==> src/rtl/multicycle_control.sv <==
// rtl/multicycle_control.sv - multi-cycle MIPS main controller FSM with retired-instruction counter
// Optional ADDI support via MULTICYCLE_CONTROL_ADDI_EN.
module multicycle_control #(
   parameter logic [5:0] OP_RTYPE = 6'd0,
   parameter logic [5:0] OP_LW    = 6'd35,
   parameter logic [5:0] OP_SW    = 6'd43,
   parameter logic [5:0] OP_BEQ   = 6'd4,
   parameter logic [5:0] OP_J     = 6'd2
`ifdef MULTICYCLE_CONTROL_ADDI_EN
   ,
   parameter logic [5:0] OP_ADDI  = 6'd8
`endif
) (
   input  logic        clk,
   input  logic        reset_n,
   input  logic [5:0]  opcode,
   input  logic        mem_ready,
   output logic        pc_write,
   output logic        pc_write_cond,
   output logic        iord,
   output logic        mem_read,
   output logic        mem_write,
   output logic        ir_write,
   output logic        reg_dst,
   output logic        mem_to_reg,
   output logic        reg_write,
   output logic        alu_src_a,
   output logic [1:0]  alu_src_b,
   output logic [1:0]  alu_op,
   output logic [1:0]  pc_source,
   output logic        illegal_op,
   output logic [3:0]  state,
   output logic [31:0] instr_retired
);

   typedef enum logic [3:0] {
      S_FETCH   = 4'd0,
      S_DECODE  = 4'd1,
      S_MEMADR  = 4'd2,
      S_MEMRD   = 4'd3,
      S_MEMWB   = 4'd4,
      S_MEMWR   = 4'd5,
      S_EXEC    = 4'd6,
      S_RWB     = 4'd7,
      S_BRANCH  = 4'd8,
      S_JUMP    = 4'd9,
      S_ADDI_EX = 4'd10,
      S_ADDI_WB = 4'd11
   } state_t;

   state_t      state_q;
   logic [31:0] retired_q;
   logic        is_lw_q;
   logic        opcode_legal;

   assign state         = state_q;
   assign instr_retired = retired_q;

`ifdef MULTICYCLE_CONTROL_ADDI_EN
   assign opcode_legal = (opcode == OP_RTYPE) || (opcode == OP_LW) || (opcode == OP_SW) ||
                         (opcode == OP_BEQ) || (opcode == OP_J) || (opcode == OP_ADDI);
`else
   assign opcode_legal = (opcode == OP_RTYPE) || (opcode == OP_LW) || (opcode == OP_SW) ||
                         (opcode == OP_BEQ) || (opcode == OP_J);
`endif

   always_ff @(posedge clk) begin
      if (!reset_n) begin
         state_q   <= S_FETCH;
         retired_q <= '0;
         is_lw_q   <= 1'b0;
      end else begin
         case (state_q)
            S_FETCH:  if (mem_ready) state_q <= S_DECODE;
            S_DECODE: begin
               // Latch load/store class so later opcode changes cannot redirect MEMADR.
               is_lw_q <= (opcode == OP_LW);
               if (opcode == OP_RTYPE)                       state_q <= S_EXEC;
               else if (opcode == OP_LW || opcode == OP_SW)  state_q <= S_MEMADR;
               else if (opcode == OP_BEQ)                    state_q <= S_BRANCH;
               else if (opcode == OP_J)                      state_q <= S_JUMP;
`ifdef MULTICYCLE_CONTROL_ADDI_EN
               else if (opcode == OP_ADDI)                   state_q <= S_ADDI_EX;
`endif
               else                                          state_q <= S_FETCH;
            end
            S_MEMADR: state_q <= is_lw_q ? S_MEMRD : S_MEMWR;
            S_MEMRD:  if (mem_ready) state_q <= S_MEMWB;
            S_MEMWR: begin
               if (mem_ready) begin
                  state_q   <= S_FETCH;
                  retired_q <= retired_q + 32'd1;
               end
            end
            S_EXEC:   state_q <= S_RWB;
`ifdef MULTICYCLE_CONTROL_ADDI_EN
            S_ADDI_EX: state_q <= S_ADDI_WB;
            S_MEMWB, S_RWB, S_BRANCH, S_JUMP, S_ADDI_WB: begin
`else
            S_MEMWB, S_RWB, S_BRANCH, S_JUMP: begin
`endif
               state_q   <= S_FETCH;
               retired_q <= retired_q + 32'd1;
            end
            default:  state_q <= S_FETCH;
         endcase
      end
   end

   always_comb begin
      pc_write      = 1'b0;
      pc_write_cond = 1'b0;
      iord          = 1'b0;
      mem_read      = 1'b0;
      mem_write     = 1'b0;
      ir_write      = 1'b0;
      reg_dst       = 1'b0;
      mem_to_reg    = 1'b0;
      reg_write     = 1'b0;
      alu_src_a     = 1'b0;
      alu_src_b     = 2'b00;
      alu_op        = 2'b00;
      pc_source     = 2'b00;
      illegal_op    = 1'b0;
      if (reset_n) begin
         case (state_q)
            S_FETCH: begin
               mem_read  = 1'b1;
               alu_src_b = 2'b01;
               ir_write  = mem_ready;
               pc_write  = mem_ready;
            end
            S_DECODE: begin
               alu_src_b  = 2'b11;
               illegal_op = !opcode_legal;
            end
            S_MEMADR: begin
               alu_src_a = 1'b1;
               alu_src_b = 2'b10;
            end
            S_MEMRD: begin
               mem_read = 1'b1;
               iord     = 1'b1;
            end
            S_MEMWB: begin
               reg_write  = 1'b1;
               mem_to_reg = 1'b1;
            end
            S_MEMWR: begin
               mem_write = 1'b1;
               iord      = 1'b1;
            end
            S_EXEC: begin
               alu_src_a = 1'b1;
               alu_op    = 2'b10;
            end
            S_RWB: begin
               reg_write = 1'b1;
               reg_dst   = 1'b1;
            end
            S_BRANCH: begin
               alu_src_a     = 1'b1;
               alu_op        = 2'b01;
               pc_write_cond = 1'b1;
               pc_source     = 2'b01;
            end
            S_JUMP: begin
               pc_write  = 1'b1;
               pc_source = 2'b10;
            end
`ifdef MULTICYCLE_CONTROL_ADDI_EN
            S_ADDI_EX: begin
               alu_src_a = 1'b1;
               alu_src_b = 2'b10;
            end
            S_ADDI_WB: reg_write = 1'b1;
`endif
            default: ;
         endcase
      end
   end

endmodule

==> config.mk <==
export PLATFORM = sky130hd
export DESIGN_NAME = multicycle_control
export DESIGN_NICKNAME = d
export VERILOG_FILES = /design/src/rtl/multicycle_control.sv
export SDC_FILE = /design/constraint.sdc
export NUM_CORES = 1
export LEC_CHECK = 0
export BUFFER_PORTS_ARGS = -buffer_cell sky130_fd_sc_hd__buf_4
export CAP_MARGIN = 20
export CELL_PAD_IN_SITES_DETAIL_PLACEMENT = 1
export CELL_PAD_IN_SITES_GLOBAL_PLACEMENT = 1
export CORE_UTILIZATION = 40
export CTS_CLUSTER_SIZE = 24
export DETAILED_ROUTE_END_ITERATION = 6
export PLACE_DENSITY_LB_ADDON = 0.1
export SYNTH_ARGS = -nofsm -noshare
export SYNTH_HDL_FRONTEND = slang
export SYNTH_SLANG_ARGS = --single-unit
==> constraint.sdc <==
create_clock -name clk -period 2.9 [get_ports clk]
set_clock_uncertainty 0.15 [all_clocks]
set_input_delay 0.145 -clock clk [delete_from_list [all_inputs] [get_ports clk]]
set_output_delay 0.145 -clock clk [all_outputs]
set_load 0.01 [all_outputs]
==> summary.txt, run 1 <==
Status
  • Status: finished, final reports clean

Timing
  • Measured slew at the worst slew-check pin: roughly 0.77 ns
  • Endpoints failing setup: 0
  • Final worst path period share: 0.8437
  • Min Hold Slack: 0.008838 ns
  • Fmax: between 0.4 and 0.5 GHz
  • Final Hold Vio Count: 0
  • Sum of negative setup slack: 0 ns
  • Crit path time final: 2.447 ns
  • Max-slew headroom: 0.4891
  • RSZ-0062 raised after global routing: false
  • Final Slew Violations: 0

Global route
  • Total global-route track usage: 0.2224
  • Vias in the first global route: just over 2,000
  • Antenna violations before repair: 0
  • First-pass GRT wire length: approximately 9.4 mm
  • Remaining global-route overflow: 0
  • Largest net degree at the start of global routing: 26

Placement
  • Gpl congestion: 0.7745
  • I/O Buffers: 61
  • Post-detail-place hpwl: 4.492 mm
  • Placed cell area: 0.002624 mm²

Logic synthesis
  • Register bit total from synthesis: 37
  • Seq/Total Area, Yosys: 0.3522
  • Syn Std Cell Area: approximately 0.0021 mm²
  • Commonest cells in the netlist: 37 x dfxtp_1, 25 x nor2_1, 19 x nand2_1
  • Post-Syn Nets: 274
  • Synth async-reset ratio: 0
  • Yosys cell types: 47
  • Synth Area per Inst: 7.967 µm²
  • Top-count cell post-synth: dfxtp_1
  • Post-synth top area share: 0.3522
  • Cells after Synth: between 200 and 300
  • Cell taking the most area after synthesis: dfxtp_1
  • Synth Flop Type: dfxtp_1
  • Warnings from Yosys: 0
  • Area contributors post-synth: dfxtp_1 35%, nor2_1 4.5%, a21oi_1 4.3%
  • EDFF count, synth: 0

Route
  • DRT Pass-1 Iters: 4
  • Via density: 5.505
  • Total Routed Length: 5.968 mm
  • Via count: ~2,200
  • Drt initial violations: 84
  • Final ANT Viol Nets: 0
  • Routed WL per cell: 15.15 µm
  • # DRC: 0

Floorplan
  • Die area: 0.005552 mm²
  • Die X: 74.52 µm
  • Die Y: 74.52 µm
  • Starting Density: 0.4144
  • Row count: 26
  • Core ar.: roughly 0.0051 mm²
  • Boundary Pins: a little over 60

Layout
  • Final Util: 0.5360
  • Layout cells sized above 1: 0.2593
  • Final Net Count: 334
  • Ant. Diodes: 0
  • Final Instance Area: 0.002720 mm²
  • Area growth syn-to-layout: 29.33%

Clock network
  • Clock root buffer: clkbuf_8
  • Worst-path clk slew: 0.07 ns
  • Resize count post-CTS: 0
  • CTS tree: done
  • Max clock buf depth: 2
  • Clock Sinks: 37
  • CTS HTree Levels: 2
  • Num CTS Buffers: 5
  • Clk Latency, worst-skew pair: 0.29 ns

Critical path
  • Critical path launch point type: flop
  • Critical Path AT: approximately 2.5 ns
  • Crit-path max FO: 15
  • CP peak stage delay: 0.59 ns
  • Worst path slowest cell: dfxtp_1
  • Crit path buffers/inverters: 0
  • Crit path max-delay family: compound AO/OA/AOI/OAI gates
  • Worst endpoint required time: 2.97 ns
  • Worst-path cell chain: o21ai_0 > a211oi_2 > o2111ai_1 > or4_1 > a21oi_1
  • Crit Path Class: reg2reg
  • Crit. End Element: flop

Power
  • Final Power: between 0.9 and 1 mW
  • Leak: 1.056 nW
  • Worst vdd ir: 0.0002988 V
  • Pwr dens: 346.2 mW/mm²

Flow run
  • Max Cap Viol: 0

Min path
  • Hold WC Path Type: in2reg
[cell type report]
cell class	count	area [µm²]
Fill cell	660	2355
Sequential cell	37	740.7
Clock buffer	7	86.33
Multi-Input combinational cell	203	1259
Timing Repair Buffer	68	513.0
Tap cell	70	87.58
Inverter	9	33.78
[what timing repair did]
item | 4_1_cts | 5_1_grt
buffers inserted | 0 | 0
hold buffers | 1 | 0
endpoints found under the hold margin | 1 | 0
[path summary, 6_finish.rpt]
path	cells after the start	startpoint	slack, ns	to
setup / recovery	5	state[1]$_SDFFE_PN0P_	0.45	instr_retired[28]$_SDFFE_PN0P_
hold / removal	3	opcode[1]	0.009	state[0]$_SDFFE_PN0P_
setup reg to reg	5	state[1]$_SDFFE_PN0P_	0.45	instr_retired[28]$_SDFFE_PN0P_
hold reg to reg	2	instr_retired[31]$_SDFFE_PN0P_	0.36	instr_retired[31]$_SDFFE_PN0P_
[state kept, by name, summed over array words and instances, names as in the netlist]
signal         flops
is_lw_q            1
instr_retired     32
state              4
[worst min-delay path, cell delays in order]
cell	delay [ns]
buf_4	0.11
a31oi_1	0.09
nor2_1	0.07
[per-layer routing]
layer	global-route usage	routed length (µm)	vias to the layer above
li1	-	-	1077
met1	0.2855	2764	1039
met2	0.3734	2911	46
met3	0.04201	211	7
met4	0.07547	80	0
met5	0	0	-
[metrics by stage]
stage,instances,worst slack (ns)
2_1_floorplan,264,0.9183
3_3_place_gp,386,0.5433
3_5_place_dp,386,0.4762
4_1_cts,394,0.4520
5_1_grt,394,0.2704
6_report,394,0.4533
[power breakdown]
| part | internal, mW | switching [mW] |
|---|---|---|
| sequential | 0.509 | 0.000936 |
| combinational | 0.0268 | 0.0374 |
| clock | 0.189 | 0.179 |
| total | 0.724 | 0.217 |
[kinds of logic (layout without fill, tap and decap cells)]
logic type               Yosys count  after routing  share of synthesized area
AO/OA/AOI/OAI                     69             69                     0.2165
XOR/XNOR                          13             13                    0.05413
adder cells (fa/ha/maj)            1              1                   0.005948
buffers and inverters             24             84                    0.04937
flip-flops                        37             37                     0.3522
AND/OR/NAND/NOR                  120            120                     0.3218
[layout by cell type (no fill, tap or decap), types with 2 or more instances in the layout]
master     synthesis  layout
or4_1              3       3
nor4_4             2       2
o21ai_0           14      14
xnor2_1            7       7
nor2_1            25      25
o21a_1            11      11
and2_1             8       8
nor2b_1            2       2
inv_1              8       8
buf_4              2      67
nand2b_1           2       2
a32oi_1            2       2
nand2_1           19      19
or3_1             11      11
o2111ai_1          6       6
clkbuf_8           0       6
o211ai_1           4       4
nand3_1           10      10
o31ai_1            5       5
xor2_1             6       6
nand4_1            6       6
a21oi_1           18      18
nor4_1             5       5
dfxtp_1           37      37
nor3_1            15      15
a31oi_1            2       2
and3_1             3       3
No activity file was read; power rests on OpenSTA's default activity.
==> run 2: changes to the inputs <==
Settings changed: CORE_UTILIZATION 40 to 37.
Clock period 2.9 ns to 2.27 ns, I/O delays scaled along.
==> run 2 against run 1 <==
The flow now finishes with violations (negative hold slack); non-clock buffer count up 22; count of clock-buffer cells in the layout unchanged; routed wire length up 5.1%; combinational power up 40%; core utilization down 0.57 points; total power up 30%; sequential share of layout area down 1.8 points; design area up 7.4%; sequential power up 28%; first-iteration DRC count down 14%; global-route usage down 0.81 points; largest cell class unchanged.
==> summary.txt, run 2 (synthesis results as in run 1) <==
Route
  • Via density: 5.423 (-1.5%)
  • DRT Pass-1 Iters: 4 (unchanged)
  • Final ANT Viol Nets: 0 (unchanged)
  • Via count: 2,267 (+4.5%)
  • Total Routed Length: 6.275 mm (+5.1%)
  • # DRC: 0 (unchanged)
  • Routed WL per cell: 15.01 µm (-0.89%)
  • Drt initial violations: 72 (-14%)

Critical path
  • Crit Path Class: reg2reg
  • Critical path launch point type: flop
  • Crit. End Element: flop
  • Critical Path AT: 2.20 ns (-0.31 ns)
  • Worst endpoint required time: 2.34 ns (-0.63 ns)
  • Crit-path max FO: 10 (-5)

Clock network
  • Num CTS Buffers: 5 (unchanged)
  • Clk Latency, worst-skew pair: 0.29 ns (about the same)
  • CTS HTree Levels: 2 (unchanged)
  • Clock Sinks: 37 (unchanged)
  • CTS tree: done
  • Worst-path clk slew: 0.07 ns (about the same)
  • Max clock buf depth: 2 (unchanged)
  • Clock root buffer: clkbuf_8

Flow run
  • Max Cap Viol: 0 (unchanged)

Timing
  • Final worst path period share: 0.9357 (+0.09199)
  • Min Hold Slack: -0.004048 ns (-0.01289 ns)
  • Sum of negative setup slack: 0 ns (unchanged)
  • Final Hold Vio Count: 1 (+1)
  • Crit path time final: 2.124 ns (-0.3227 ns)
  • Final Slew Violations: 0 (unchanged)
  • Fmax: 0.4708 GHz (+15%)
  • Endpoints failing setup: 0 (unchanged)
  • Max-slew headroom: 0.6807 (+0.1917)
  • Measured slew at the worst slew-check pin: 0.4782 ns (-0.2874 ns)

Layout
  • Layout cells sized above 1: 0.3179 (+0.05866)
  • Filler cells: 670 (+1.5%)
  • Commonest cells after routing, fill and taps aside: 88 x buf_4, 35 x dfxtp_1, 25 x nor2_1, 19 x nand2_1, 18 x a21oi_1
  • Area growth syn-to-layout: 38.85%
  • Ant. Diodes: 0 (unchanged)
  • Final Net Count: 356 (+6.6%)
  • Commonest non-fill, non-tap cell in the layout: buf_4
  • Largest register FFs: 32 (unchanged)

Power
  • Pwr dens: 417.7 mW/mm² (+21%)
  • Leak: 1.168 nW (+11%)
  • Worst vdd ir: 0.0002118 V (-29%)
  • Final Power: 1.220 mW (+30%)

Status
  • Status: finished with violations
  • Failing checks: negative hold slack

Placement
  • Gpl congestion: 0.8085 (+4.4%)
  • Post-detail-place hpwl: 4.616 mm (+2.7%)
  • I/O Buffers: 61 (unchanged)

Global route
  • First-pass GRT wire length: 10.39 mm (+10%)
  • Remaining global-route overflow: 0 (unchanged)
  • Vias in the first global route: 2,183 (+8.3%)
  • Antenna violations before repair: 0 (unchanged)
  • Largest net degree at the start of global routing: 26 (unchanged)
  • Total global-route track usage: 0.2143 (-0.008072)

Floorplan
  • Core ar.: 0.005507 mm² (+8.5%)
  • Die Y: 77.40 µm (+3.9%)
  • Row count: 27 (+3.8%)
  • Die area: 0.005990 mm² (+7.9%)
  • Boundary Pins: 62 (unchanged)
  • Starting Density: 0.3820 (-0.03249)
  • Die X: 77.40 µm (+3.9%)

Min path
  • Hold WC Path Type: in2reg
run 2: critical path: stages (launching register included):
cell and delay (ns):
dfxtp_1 0.33, or2_1 0.27, a211oi_4 0.32, buf_4 0.24
nor2_1 0.08, or4_1 0.52, a21oi_1 0.15
run 2: per-layer routing:
layer  global-route usage  vias up  wire length, µm
li1                     -     1130                -
met1               0.2791     1087             2884
met2               0.3628       44             3091
met3              0.04824        6              251
met4              0.03962        0               46
met5                    0        -                0
run 2: final timing paths:
kind | startpoint | endpoint | slack [ns] | depth (start not counted)
setup / recovery | state[0]$_SDFFE_PN0P_ | instr_retired[31]$_SDFFE_PN0P_ | 0.15 | 6
hold / removal | reset_n | instr_retired[10]$_SDFFE_PN0P_ | -0.004 | 2
setup reg to reg | state[0]$_SDFFE_PN0P_ | instr_retired[31]$_SDFFE_PN0P_ | 0.15 | 6
hold reg to reg | instr_retired[28]$_SDFFE_PN0P_ | instr_retired[28]$_SDFFE_PN0P_ | 0.36 | 2
run 2: report_power, final:
group / total, mW / leakage, nW / switching [mW] / internal (mW)
sequential: 0.651 / 0.299 / 0.00140 / 0.650
combinational: 0.0900 / 0.824 / 0.0508 / 0.0392
clock: 0.478 / 0.0443 / 0.237 / 0.241
total: 1.22 / 1.17 / 0.289 / 0.930
run 2: timing repair:
item | in CTS | in global routing
endpoints found under the setup margin | 1 | 6
buffers inserted | 0 | 1
pin swaps | 0 | 3
hold buffers | 2 | 0
gates cloned | 0 | 0
gates resized for setup | 1 | 6
hold endpoints to repair | 2 | 0
run 2: layout make-up:
cell class	instances	area [µm²]	area share
Clock buffer	7	86.33	0.02956
Inverter	9	33.78	0.01157
Sequential cell	37	743.2	0.2545
Timing Repair Buffer	90	680.7	0.2331
Multi-Input combinational cell	203	1286	0.4404
Tap cell	72	90.09	0.03085
run 2: through the flow:
stage	setup WS (ns)	utilization	cell area (µm²)	std cells
after floorplan	0.2883	-	2103	264
after global placement	0.1580	0.5042	2776	408
after detailed placement	0.05140	0.5042	2776	408
after CTS	0.02293	0.5244	2888	417
after global routing	-0.03408	0.5303	2920	418
final	0.1460	0.5303	2920	418
